**src/rtl/dmem_pkg.sv**
```systemverilog
// Shared types and helpers for the data-memory bus controller.
//   load_mode_e / store_mode_e : RV32I funct3 codes for loads and stores
//   dmem_state_e               : controller FSM states
//   store_lane_t               : byte enables plus lane-placed store data
package dmem_pkg;

   localparam int unsigned TAG_W  = 16;
   localparam int unsigned WORD_W = 32;
   localparam int unsigned LAT_W  = 3;

   typedef enum logic [2:0] {
      LM_LB  = 3'd0,
      LM_LH  = 3'd1,
      LM_LW  = 3'd2,
      LM_LBU = 3'd4,
      LM_LHU = 3'd5
   } load_mode_e;

   typedef enum logic [2:0] {
      SM_SB = 3'd0,
      SM_SH = 3'd1,
      SM_SW = 3'd2
   } store_mode_e;

   typedef enum logic {
      IDLE = 1'b0,
      BUSY = 1'b1
   } dmem_state_e;

   typedef struct packed {
      logic [3:0]        byteen;
      logic [WORD_W-1:0] data;
   } store_lane_t;

   // Sub-word stores replicate the LSB-aligned data so every lane carries it.
   function automatic store_lane_t store_lanes(input logic [2:0]        mode,
                                               input logic [1:0]        offset,
                                               input logic [WORD_W-1:0] data);
      store_lane_t s;
      s.byteen = 4'b0000;
      s.data   = '0;
      case (mode)
         SM_SB: begin
            s.byteen = 4'b0001 << offset;
            s.data   = {4{data[7:0]}};
         end
         SM_SH: begin
            s.byteen = offset[1] ? 4'b1100 : 4'b0011;
            s.data   = {2{data[15:0]}};
         end
         SM_SW: begin
            s.byteen = 4'b1111;
            s.data   = data;
         end
         default: ;
      endcase
      return s;
   endfunction

   // Legal mode code with natural alignment; unknown codes are illegal.
   function automatic logic access_legal(input logic       write_enable,
                                         input logic [2:0] write_mode,
                                         input logic [2:0] read_mode,
                                         input logic [1:0] offset);
      logic ok;
      ok = 1'b0;
      if (write_enable) begin
         case (write_mode)
            SM_SB:   ok = 1'b1;
            SM_SH:   ok = ~offset[0];
            SM_SW:   ok = (offset == 2'b00);
            default: ok = 1'b0;
         endcase
      end else begin
         case (read_mode)
            LM_LB, LM_LBU: ok = 1'b1;
            LM_LH, LM_LHU: ok = ~offset[0];
            LM_LW:         ok = (offset == 2'b00);
            default:       ok = 1'b0;
         endcase
      end
      return ok;
   endfunction

endpackage

```
**src/rtl/load_formatter.sv**
```systemverilog
// Load result formatter: extracts and extends a byte/halfword/word.
//   load_word : raw 32-bit word from the region
//   offset    : byte offset address[1:0]
//   mode      : load funct3
//   result    : formatted load value (0 for unknown modes)
module load_formatter
   import dmem_pkg::*;
(
   input  logic [WORD_W-1:0] load_word,
   input  logic [1:0]        offset,
   input  logic [2:0]        mode,
   output logic [WORD_W-1:0] result
);

   logic [WORD_W-1:0] shifted;
   logic [7:0]        byte_val;
   logic [15:0]       half_val;

   // Bring the addressed byte/halfword down to bit 0.
   always_comb begin
      shifted  = load_word >> {offset, 3'b000};
      byte_val = shifted[7:0];
      half_val = shifted[15:0];
   end

   always_comb begin
      result = '0;
      case (mode)
         LM_LB:   result = {{24{byte_val[7]}}, byte_val};
         LM_LH:   result = {{16{half_val[15]}}, half_val};
         LM_LW:   result = load_word;
         LM_LBU:  result = {24'd0, byte_val};
         LM_LHU:  result = {16'd0, half_val};
         default: result = '0;
      endcase
   end

endmodule

```
**src/rtl/dmem_controller.sv**
```systemverilog
// Data-memory bus controller between the core dmem port and N regions.
//   clk, reset_n             : clock, synchronous active-low reset
//   dmem_*                   : core request (address, enable, write enable,
//                              modes, store data) and response (read data,
//                              wait, fault pulse, last fault address)
//   reg_enable               : one-hot region enable, valid in request cycle
//   reg_write_enable/address/byteen/write_data : shared region bus
//   reg_read_data            : concatenated region read words
module dmem_controller
   import dmem_pkg::*;
#(
   parameter int unsigned                     NUM_REGIONS = 3,
   parameter logic [TAG_W*NUM_REGIONS-1:0]    REGION_TAG  = {16'h8000, 16'h7000, 16'h0000},
   parameter logic [LAT_W*NUM_REGIONS-1:0]    REGION_LAT  = {3'd1, 3'd1, 3'd1},
   parameter int unsigned                     REGION_AW   = 14
)(
   input  logic                          clk,
   input  logic                          reset_n,
   input  logic [31:0]                   dmem_address,
   input  logic                          dmem_enable,
   input  logic                          dmem_write_enable,
   input  logic [2:0]                    dmem_write_mode,
   input  logic [2:0]                    dmem_read_mode,
   input  logic [31:0]                   dmem_write_data,
   output logic [31:0]                   dmem_read_data,
   output logic                          dmem_wait,
   output logic                          dmem_fault,
   output logic [31:0]                   dmem_fault_address,
   output logic [NUM_REGIONS-1:0]        reg_enable,
   output logic                          reg_write_enable,
   output logic [REGION_AW-1:0]          reg_address,
   output logic [3:0]                    reg_byteen,
   output logic [31:0]                   reg_write_data,
   input  logic [WORD_W*NUM_REGIONS-1:0] reg_read_data
);

   localparam int unsigned IDX_W = (NUM_REGIONS > 1) ? $clog2(NUM_REGIONS) : 1;

   dmem_state_e       state_q, state_d;
   logic [LAT_W-1:0]  cnt_q, cnt_d;
   logic [IDX_W-1:0]  cap_region_q, cap_region_d;
   logic [1:0]        cap_offset_q, cap_offset_d;
   logic [2:0]        cap_mode_q, cap_mode_d;
   logic              valid_q, valid_d;
   logic              fault_d;
   logic [31:0]       fault_addr_d;

   logic              hit;
   logic [IDX_W-1:0]  hit_idx;
   logic [LAT_W-1:0]  hit_lat;
   logic              legal;
   logic              accept;
   logic              go;
   store_lane_t       lanes;
   logic [WORD_W-1:0] sel_word;
   logic [WORD_W-1:0] fmt_data;

   // Lowest-index region whose tag matches wins.
   always_comb begin
      hit     = 1'b0;
      hit_idx = '0;
      hit_lat = '0;
      for (int unsigned i = 0; i < NUM_REGIONS; i++) begin
         if (!hit && (dmem_address[31:16] == REGION_TAG[TAG_W*i +: TAG_W])) begin
            hit     = 1'b1;
            hit_idx = IDX_W'(i);
            hit_lat = REGION_LAT[LAT_W*i +: LAT_W];
         end
      end
   end

   assign legal  = hit && access_legal(dmem_write_enable, dmem_write_mode,
                                       dmem_read_mode, dmem_address[1:0]);
   assign accept = dmem_enable && (state_q == IDLE);
   assign go     = accept && legal;
   assign lanes  = store_lanes(dmem_write_mode, dmem_address[1:0], dmem_write_data);

   // Region bus is driven only in the cycle a legal request is accepted.
   always_comb begin
      reg_enable       = '0;
      reg_write_enable = 1'b0;
      reg_address      = '0;
      reg_byteen       = 4'b0000;
      reg_write_data   = '0;
      if (go) begin
         reg_enable       = NUM_REGIONS'(1) << hit_idx;
         reg_write_enable = dmem_write_enable;
         reg_address      = dmem_address[REGION_AW+1:2];
         if (dmem_write_enable) begin
            reg_byteen     = lanes.byteen;
            reg_write_data = lanes.data;
         end
      end
   end

   // Next-state: accept in IDLE, count down read latency in BUSY.
   always_comb begin
      state_d      = state_q;
      cnt_d        = cnt_q;
      cap_region_d = cap_region_q;
      cap_offset_d = cap_offset_q;
      cap_mode_d   = cap_mode_q;
      valid_d      = valid_q;
      fault_d      = 1'b0;
      fault_addr_d = dmem_fault_address;
      case (state_q)
         IDLE: begin
            if (accept) begin
               if (!legal) begin
                  fault_d      = 1'b1;
                  fault_addr_d = dmem_address;
                  valid_d      = 1'b0;
               end else if (!dmem_write_enable) begin
                  cap_region_d = hit_idx;
                  cap_offset_d = dmem_address[1:0];
                  cap_mode_d   = dmem_read_mode;
                  valid_d      = 1'b1;
                  if (hit_lat > 3'd1) begin
                     state_d = BUSY;
                     cnt_d   = hit_lat - 3'd1;
                  end
               end
            end
         end
         BUSY: begin
            cnt_d = cnt_q - 3'd1;
            if (cnt_q == 3'd1) begin
               state_d = IDLE;
            end
         end
         default: state_d = IDLE;
      endcase
   end

   always_ff @(posedge clk) begin
      if (!reset_n) begin
         state_q            <= IDLE;
         cnt_q              <= '0;
         cap_region_q       <= '0;
         cap_offset_q       <= '0;
         cap_mode_q         <= '0;
         valid_q            <= 1'b0;
         dmem_fault         <= 1'b0;
         dmem_fault_address <= '0;
      end else begin
         state_q            <= state_d;
         cnt_q              <= cnt_d;
         cap_region_q       <= cap_region_d;
         cap_offset_q       <= cap_offset_d;
         cap_mode_q         <= cap_mode_d;
         valid_q            <= valid_d;
         dmem_fault         <= fault_d;
         dmem_fault_address <= fault_addr_d;
      end
   end

   assign dmem_wait = (state_q == BUSY);
   assign sel_word  = reg_read_data[WORD_W*cap_region_q +: WORD_W];

   load_formatter u_fmt (
      .load_word (sel_word),
      .offset    (cap_offset_q),
      .mode      (cap_mode_q),
      .result    (fmt_data)
   );

   // Region output is only meaningful once the latency has elapsed.
   assign dmem_read_data = (valid_q && (state_q == IDLE)) ? fmt_data : '0;

endmodule

```
**config.mk**
```make
export PLATFORM = sky130hd
export DESIGN_NAME = dmem_controller
export DESIGN_NICKNAME = d
export VERILOG_FILES = /design/src/rtl/dmem_pkg.sv /design/src/rtl/load_formatter.sv /design/src/rtl/dmem_controller.sv
export SDC_FILE = /design/constraint.sdc
export NUM_CORES = 1
export LEC_CHECK = 0
export CAP_MARGIN = 20
export CORE_AREA = 2 2 114 116
export CTS_CLUSTER_DIAMETER = 30
export DETAILED_ROUTE_END_ITERATION = 6
export DIE_AREA = 0 0 116 118
export GPL_ROUTABILITY_DRIVEN = 0
export PLACE_DENSITY = 0.72
export SLEW_MARGIN = 40
export SYNTH_ARGS = -nofsm -noshare
export SYNTH_HDL_FRONTEND = slang
export SYNTH_SLANG_ARGS = --single-unit
```
**constraint.sdc**
```tcl
create_clock -name clk -period 6 [get_ports clk]
set_input_delay 0.9 -clock clk [delete_from_list [all_inputs] [get_ports clk]]
set_output_delay 0.9 -clock clk [all_outputs]
set_load 0.01 [all_outputs]
```
==> results of run 1 <==
==> per-stage QoR <==
step | power [mW] | setup slack, ns | area (µm²) | util
CTS | 0.895 | 1.07 | 7020 | 0.565
global route | 0.928 | 0.788 | 7040 | 0.567
global placement | 0.579 | 1.17 | 6840 | 0.551
detailed placement | 0.583 | 1.07 | 6850 | 0.552
floorplan | 0.406 | 2.55 | 3850 | -
finish | 0.890 | 1.05 | 7040 | 0.567
==> path summary, 6_finish.rpt <==
kind | cells after the start | end | slack [ns] | start
hold / removal | 2 | dmem_fault_address[22] | 0.47 | dmem_fault_address[22]
setup reg to reg | 5 | dmem_fault_address[18] | 4.34 | dmem_wait
setup / recovery | 7 | reg_write_data[9] | 1.05 | dmem_write_mode[0]
hold reg to reg | 2 | dmem_fault_address[22] | 0.47 | dmem_fault_address[22]
==> critical path: stages <==
cell,delay [ns]
clkdlybuf4s50_1,0.70
o31ai_1,0.36
a21oi_1,0.15
nor3_1,0.51
nand3_1,0.57
a21oi_1,0.29
clkdlybuf4s50_1,0.57
==> layer usage <==
| layer | routed length [µm] | vias up | share of wire | GRT usage |
|---|---|---|---|---|
| met1 | 6220 | 2302 | 0.37 | 0.245 |
| met3 | 1690 | 34 | 0.10 | 0.0711 |
| met5 | 0 | - | 0 | 0 |
| met4 | 467 | 0 | 0.028 | 0.0685 |
| li1 | - | 2462 | - | - |
| met2 | 8460 | 248 | 0.50 | 0.428 |
==> cell usage in the layout, fill, tap and decap left out, types with 2 or more instances in the layout <==
cell type	synthesis	final
a211oi_1	2	2
a21oi_1	32	32
a22oi_1	23	23
a31oi_1	7	7
and2_1	14	14
and3_1	8	8
buf_4	0	7
clkbuf_16	0	5
clkdlybuf4s50_1	0	288
dfxtp_1	45	44
ha_1	2	2
inv_1	21	21
mux2_2	11	11
mux2i_1	38	38
mux4_2	2	2
nand2_1	93	93
nand2b_1	11	11
nand3_1	35	34
nor2_1	33	33
nor2b_1	8	7
nor3_1	6	6
nor4_1	5	4
o211ai_1	7	7
o21ai_0	61	61
o21ai_2	10	10
o2bb2ai_1	8	8
o31ai_1	3	2
xnor2_1	2	2
==> power breakdown <==
group	total [mW]	switching [mW]	internal (mW)
sequential	0.319	0.00675	0.312
combinational	0.259	0.103	0.156
clock	0.312	0.105	0.208
total	0.890	0.214	0.676
==> registers in the layout, summed over array words and instances, names as in the netlist <==
signal / cells
dmem_fault_address: 32
cap_mode_q: 3
cnt_q: 3
cap_offset_q: 2
cap_region_q: 2
dmem_fault: 1
dmem_wait: 1
valid_q: 1
==> cells by family (layout without fill, tap and decap cells) <==
group | Yosys count | count (layout) | share of synthesized area
buffers and inverters | 64 | 326 | 0.0711
AOI/OAI and AO/OA | 162 | 162 | 0.269
muxes | 52 | 52 | 0.146
adders and majority gates | 2 | 2 | 0.00649
and+or+nand+nor | 220 | 220 | 0.269
xor gates and xnor gates | 2 | 2 | 0.00455
DFF | 45 | 45 | 0.234
==> layout make-up <==
| type | instances | area (µm²) | share of cell area |
|---|---|---|---|
| Inverter | 22 | 82.6 | 0.0117 |
| Clock buffer | 7 | 143 | 0.0203 |
| Multi-Input combinational cell | 438 | 2720 | 0.387 |
| Timing Repair Buffer | 296 | 2940 | 0.418 |
| Clock inverter | 1 | 30.0 | 0.00427 |
| Sequential cell | 45 | 902 | 0.128 |
| Tap cell | 172 | 215 | 0.0306 |
==> out/results.tsv, run 1 <==
metric	value	unit
status	completed	
post-route-period-util	0.825	
synth_commonest_cells	nand2_1, o21ai_0, dfxtp_1	
syn2layout_area_growth	82.6	%
cts-root-buf	clkbuf_16	
syn_nets	719	
post_drt_wl_per_cell	17.2	µm
dieHeight	118	µm
crit_path_start_kind	input pin	
ys_seq_area_frac	0.234	
synth_area_leader_cell	dfxtp_1	
fmax	202	MHz
coreArea	0.0124	mm²
syn_area	0.00385	mm²
postCtsSetupBuffers	0	
ctsHoldBuffers	0	
syn_avg_cell_area	7.05	µm²
fillers	1175	
ys_ff_latch	45	
rsz0062_at_grt	no	
end_kind	output pin	
clk_latency	0.28	ns
start_util	0.310	
synth_most_common_cell	nand2_1	
cts_max_level	2	
power.density	127	mW/mm²
clock-sinks	45	
firstDrtPassIters	5	
finalSetupViolCount	0	
cts_made_buffers	5	
viasPerCell	5.14	
drive_gt1_frac	0.0643	
setup_tns	0	ns
synth_flop_cell	dfxtp_1	
grt_pass1_vias	4974	
dr.first_iter.drc_count	200	
die_w	116	µm
rows	41	
place.port_buffers	289	
final_nets	980	
clk_pin_slew	0.05	ns
finalHoldViolCount	0	
cts_tree	built	
hold_slack	0.468	ns
drv_cap	0	
ys_types	48	
dieArea	0.0137	mm²
synth_edf_count	0	
antenna_cells	0	
synth_warnings	0	
tightest_slew	0.784	ns
io_pins	290	
clock_skew	0.00391	ns
dp_cells	973	
stdcell_count	981	
ant_nets	0	
ys_async_sr_fraction	0	
track_usage	0.231	
post-route-min-period	4.95	ns
num_vias	5046	
drcViolationCount	0	
place_hpwl	13500	µm
finalMaxSlewViolations	0	
grt-ovfl-total	0	
grt_antenna_before_repair	0	
vdd_drop_max	0.000122	V
wl	16800	µm
min_path_type	flop to flop	
worstPathRequired	5.10	ns
grt_max_degree	67	
postCtsResizedCells	0	
maxSlewHeadroom	0.473	
syn-instance-count	547	
grt_first_pass_wirelength	25400	µm
cp.arrival	4.05	ns
cts_buffer_depth	2	
path_max_fanout	19	
path_class	input pin to output pin	
netlist.area_leader.share	0.234	
synth_area_leaders	dfxtp_1, mux2i_1, nand2_1	
power_leakage	2.43	nW
Power figures use the tool's default switching activity.
==> run 2: changes to the inputs <==
--- a/config.mk
+++ b/config.mk
@@ -6,12 +6,13 @@
 export NUM_CORES = 1
 export LEC_CHECK = 0
 export CAP_MARGIN = 20
-export CORE_AREA = 2 2 114 116
+export CORE_ASPECT_RATIO = 0.8
+export CORE_MARGIN = 2
+export CORE_UTILIZATION = 35
 export CTS_CLUSTER_DIAMETER = 30
 export DETAILED_ROUTE_END_ITERATION = 6
-export DIE_AREA = 0 0 116 118
 export GPL_ROUTABILITY_DRIVEN = 0
-export PLACE_DENSITY = 0.72
+export PLACE_DENSITY = 0.8
 export SLEW_MARGIN = 40
 export SYNTH_ARGS = -nofsm -noshare
 export SYNTH_HDL_FRONTEND = slang
==> constraint.sdc (replaced) <==
create_clock -name clk -period 4.9 [get_ports clk]
set_input_delay 0.735 -clock clk [delete_from_list [all_inputs] [get_ports clk]]
set_output_delay 0.735 -clock clk [all_outputs]
set_load 0.01 [all_outputs]
==> run 2 against run 1 <==
- clock skew is 0.0016 ns higher
- utilization grew 8.2 points
- non-clock buffer count increased by 4
- sequential share of layout area rose by 0.057 points
- routed wire length decreased by 5.2%
- global-route usage up 2.5 points
- hold slack gained 0.0025 ns
- power rose by 16%
- cell count is 2.4% lower
- largest power group unchanged
- highest routed layer unchanged
==> out/results.tsv, run 2 (synthesized netlist as in run 1, its figures left out) <==
metric	value	unit	change
status	completed		unchanged
io_pins	290		unchanged
clock-sinks	45		unchanged
drcViolationCount	0		unchanged
cts_made_buffers	5		unchanged
drive_gt1_frac	0.0689		was 0.0643
post-route-period-util	0.927		
vdd_drop_max	0.000162	V	was 0.000122 V
end_kind	output pin		unchanged
min_path_type	flop to flop		unchanged
num_vias	4996		was 5046
top_regs	dmem_fault_address (32), cap_mode_q (3), cnt_q (3)		unchanged
dieArea	0.0119	mm²	was 0.0137 mm²
rsz0062_at_grt	no		unchanged
dp_cells	949		was 973
post-route-min-period	4.54	ns	
wl	16000	µm	was 16800 µm
rows	34		was 41
hold_slack	0.470	ns	was 0.468 ns
firstDrtPassIters	5		unchanged
crit_chain	clkdlybuf4s50_1, nor4_1, o32ai_2, nor3_1, nand3_2, a21oi_1, clkdlybuf4s50_1		was clkdlybuf4s50_1, o31ai_1, a21oi_1, nor3_1, nand3_1, a21oi_1, clkdlybuf4s50_1
dr.first_iter.drc_count	345		was 200
final_common_cell	clkdlybuf4s50_1		unchanged
min_to	dmem_fault_address[25]		was dmem_fault_address[22]
maxSlewHeadroom	0.414		was 0.473
cp.arrival	3.81	ns	was 4.05 ns
largest_register_ffs	32		unchanged
post_drt_wl_per_cell	16.7	µm	was 17.2 µm
top_register	dmem_fault_address		unchanged
rr_startpoint	dmem_wait		unchanged
hold_depth	2		unchanged
grt-ovfl-total	0		unchanged
place.port_buffers	289		unchanged
crit_path_start_kind	input pin		unchanged
fillers	920		was 1175
grt_antenna_before_repair	0		unchanged
critPathMaxStageDelay	0.58	ns	was 0.70 ns
ant_nets	0		unchanged
p_total	1.03	mW	was 890 µW
grt_max_degree	67		unchanged
start_util	0.357		was 0.310
finalSetupViolCount	0		unchanged
r2r_cells	5		unchanged
clk_pin_slew	0.06	ns	was 0.05 ns
crit_slowest_cell	clkdlybuf4s50_1		unchanged
worstPathRequired	4.16	ns	was 5.10 ns
clock_skew	0.00550	ns	was 0.00391 ns
clk_latency	0.28	ns	about the same
place_hpwl	13000	µm	was 13500 µm
reg2reg_to	dmem_fault_address[6]		was dmem_fault_address[18]
stdcell_count	957		was 981
path_max_fanout	19		unchanged
drv_cap	0		unchanged
dieHeight	97.9	µm	was 118 µm
tightest_slew	0.873	ns	was 0.784 ns
setup_tns	0	ns	unchanged
die_w	121	µm	was 116 µm
syn2layout_area_growth	81.8	%	was 82.6%
post-route-util	0.648		was 0.567
fmax	220	MHz	
finalHoldViolCount	0		unchanged
min_from	dmem_fault_address[25]		was dmem_fault_address[22]
path_class	input pin to output pin		unchanged
cts-root-buf	clkbuf_16		unchanged
final_cell_mix	clkdlybuf4s50_1, nand2_1, o21ai_0, dfxtp_1, mux2i_1		unchanged
viasPerCell	5.22		was 5.14
cts_max_level	2		unchanged
cts_buffer_depth	2		unchanged
finalMaxSlewViolations	0		unchanged
power.density	147	mW/mm²	was 127 mW/mm²
final_nets	984		was 980
r2r_setup_slack	3.19	ns	was 4.34 ns
antenna_cells	0		unchanged
coreArea	0.0108	mm²	was 0.0124 mm²
grt_first_pass_wirelength	24400	µm	was 25400 µm
cts_tree	built		unchanged
power_leakage	2.43	nW	about the same
grt_pass1_vias	4683		was 4974
track_usage	0.256		was 0.231
cp_common_cell	clkdlybuf4s50_1		
## run 2: cell count changes in the layout (fill, tap and decap cells not counted), sizes merged
cell,previous run,this run
buf,8,12
bufinv,1,0
clkbuf,7,6
clkinvlp,0,2
## run 2: report_power, final
| part | total [mW] | switching [mW] | internal, mW |
|---|---|---|---|
| Sequential | 0.390 | 0.00817 | 0.382 |
| Combinational | 0.316 | 0.124 | 0.192 |
| Clock | 0.325 | 0.136 | 0.189 |
## run 2: per-stage QoR
step                worst slack, ns  area [µm²]
detailed placement            0.138        6840
floorplan                      1.78        3850
global route                 0.0126        7010
global placement              0.288        6840
CTS                           0.146        6990
finish                        0.356        7010
## run 2: critical path: cells and delay by family
family	cells	cell delay, ns
and+or+nand+nor	3	1.49
buffers and inverters	2	1.11
AOI/OAI and AO/OA	2	0.47
## run 2: layout make-up
type | instances | area [µm²] | area share
multi-input combinational | 438 | 2720 | 0.389
tap | 144 | 180 | 0.0257
inverter | 22 | 82.6 | 0.0118
timing repair buffer | 300 | 2970 | 0.424
clock buffer | 6 | 129 | 0.0184
sequential | 45 | 902 | 0.129
clock inverter | 2 | 15.0 | 0.00214
## run 2: what timing repair did
| action | CTS | global route |
|---|---|---|
| setup buffers | 0 | 0 |
| endpoints found under the hold margin | 0 | 0 |
| endpoints found under the setup margin | 0 | 19 |
| hold buffers | 0 | 0 |
| gates resized for setup | 0 | 1 |
## run 2: metal layers
| metal | global-route usage | up-vias | part of all wire |
|---|---|---|---|
| met1 | 0.325 | 2304 | 0.42 |
| li1 | - | 2472 | - |
| met2 | 0.441 | 194 | 0.49 |
| met3 | 0.0496 | 26 | 0.069 |
| met5 | 0 | - | 0 |
| met4 | 0.0690 | 0 | 0.025 |
## run 2: worst max-delay path by stage
stage | from | end | slack (ns) | cells past startpoint
final | dmem_address[0] | reg_write_data[9] | 0.36 | 7
after global routing | dmem_address[0] | reg_write_data[14] | 0.01 | 7
after CTS | dmem_address[0] | reg_write_data[9] | 0.15 | 7
after detailed placement | dmem_address[0] | reg_write_data[9] | 0.14 | 7
after global placement | dmem_address[0] | reg_write_data[9] | 0.29 | 7
after floorplan | dmem_address[19] | reg_write_data[29] | 1.78 | 6
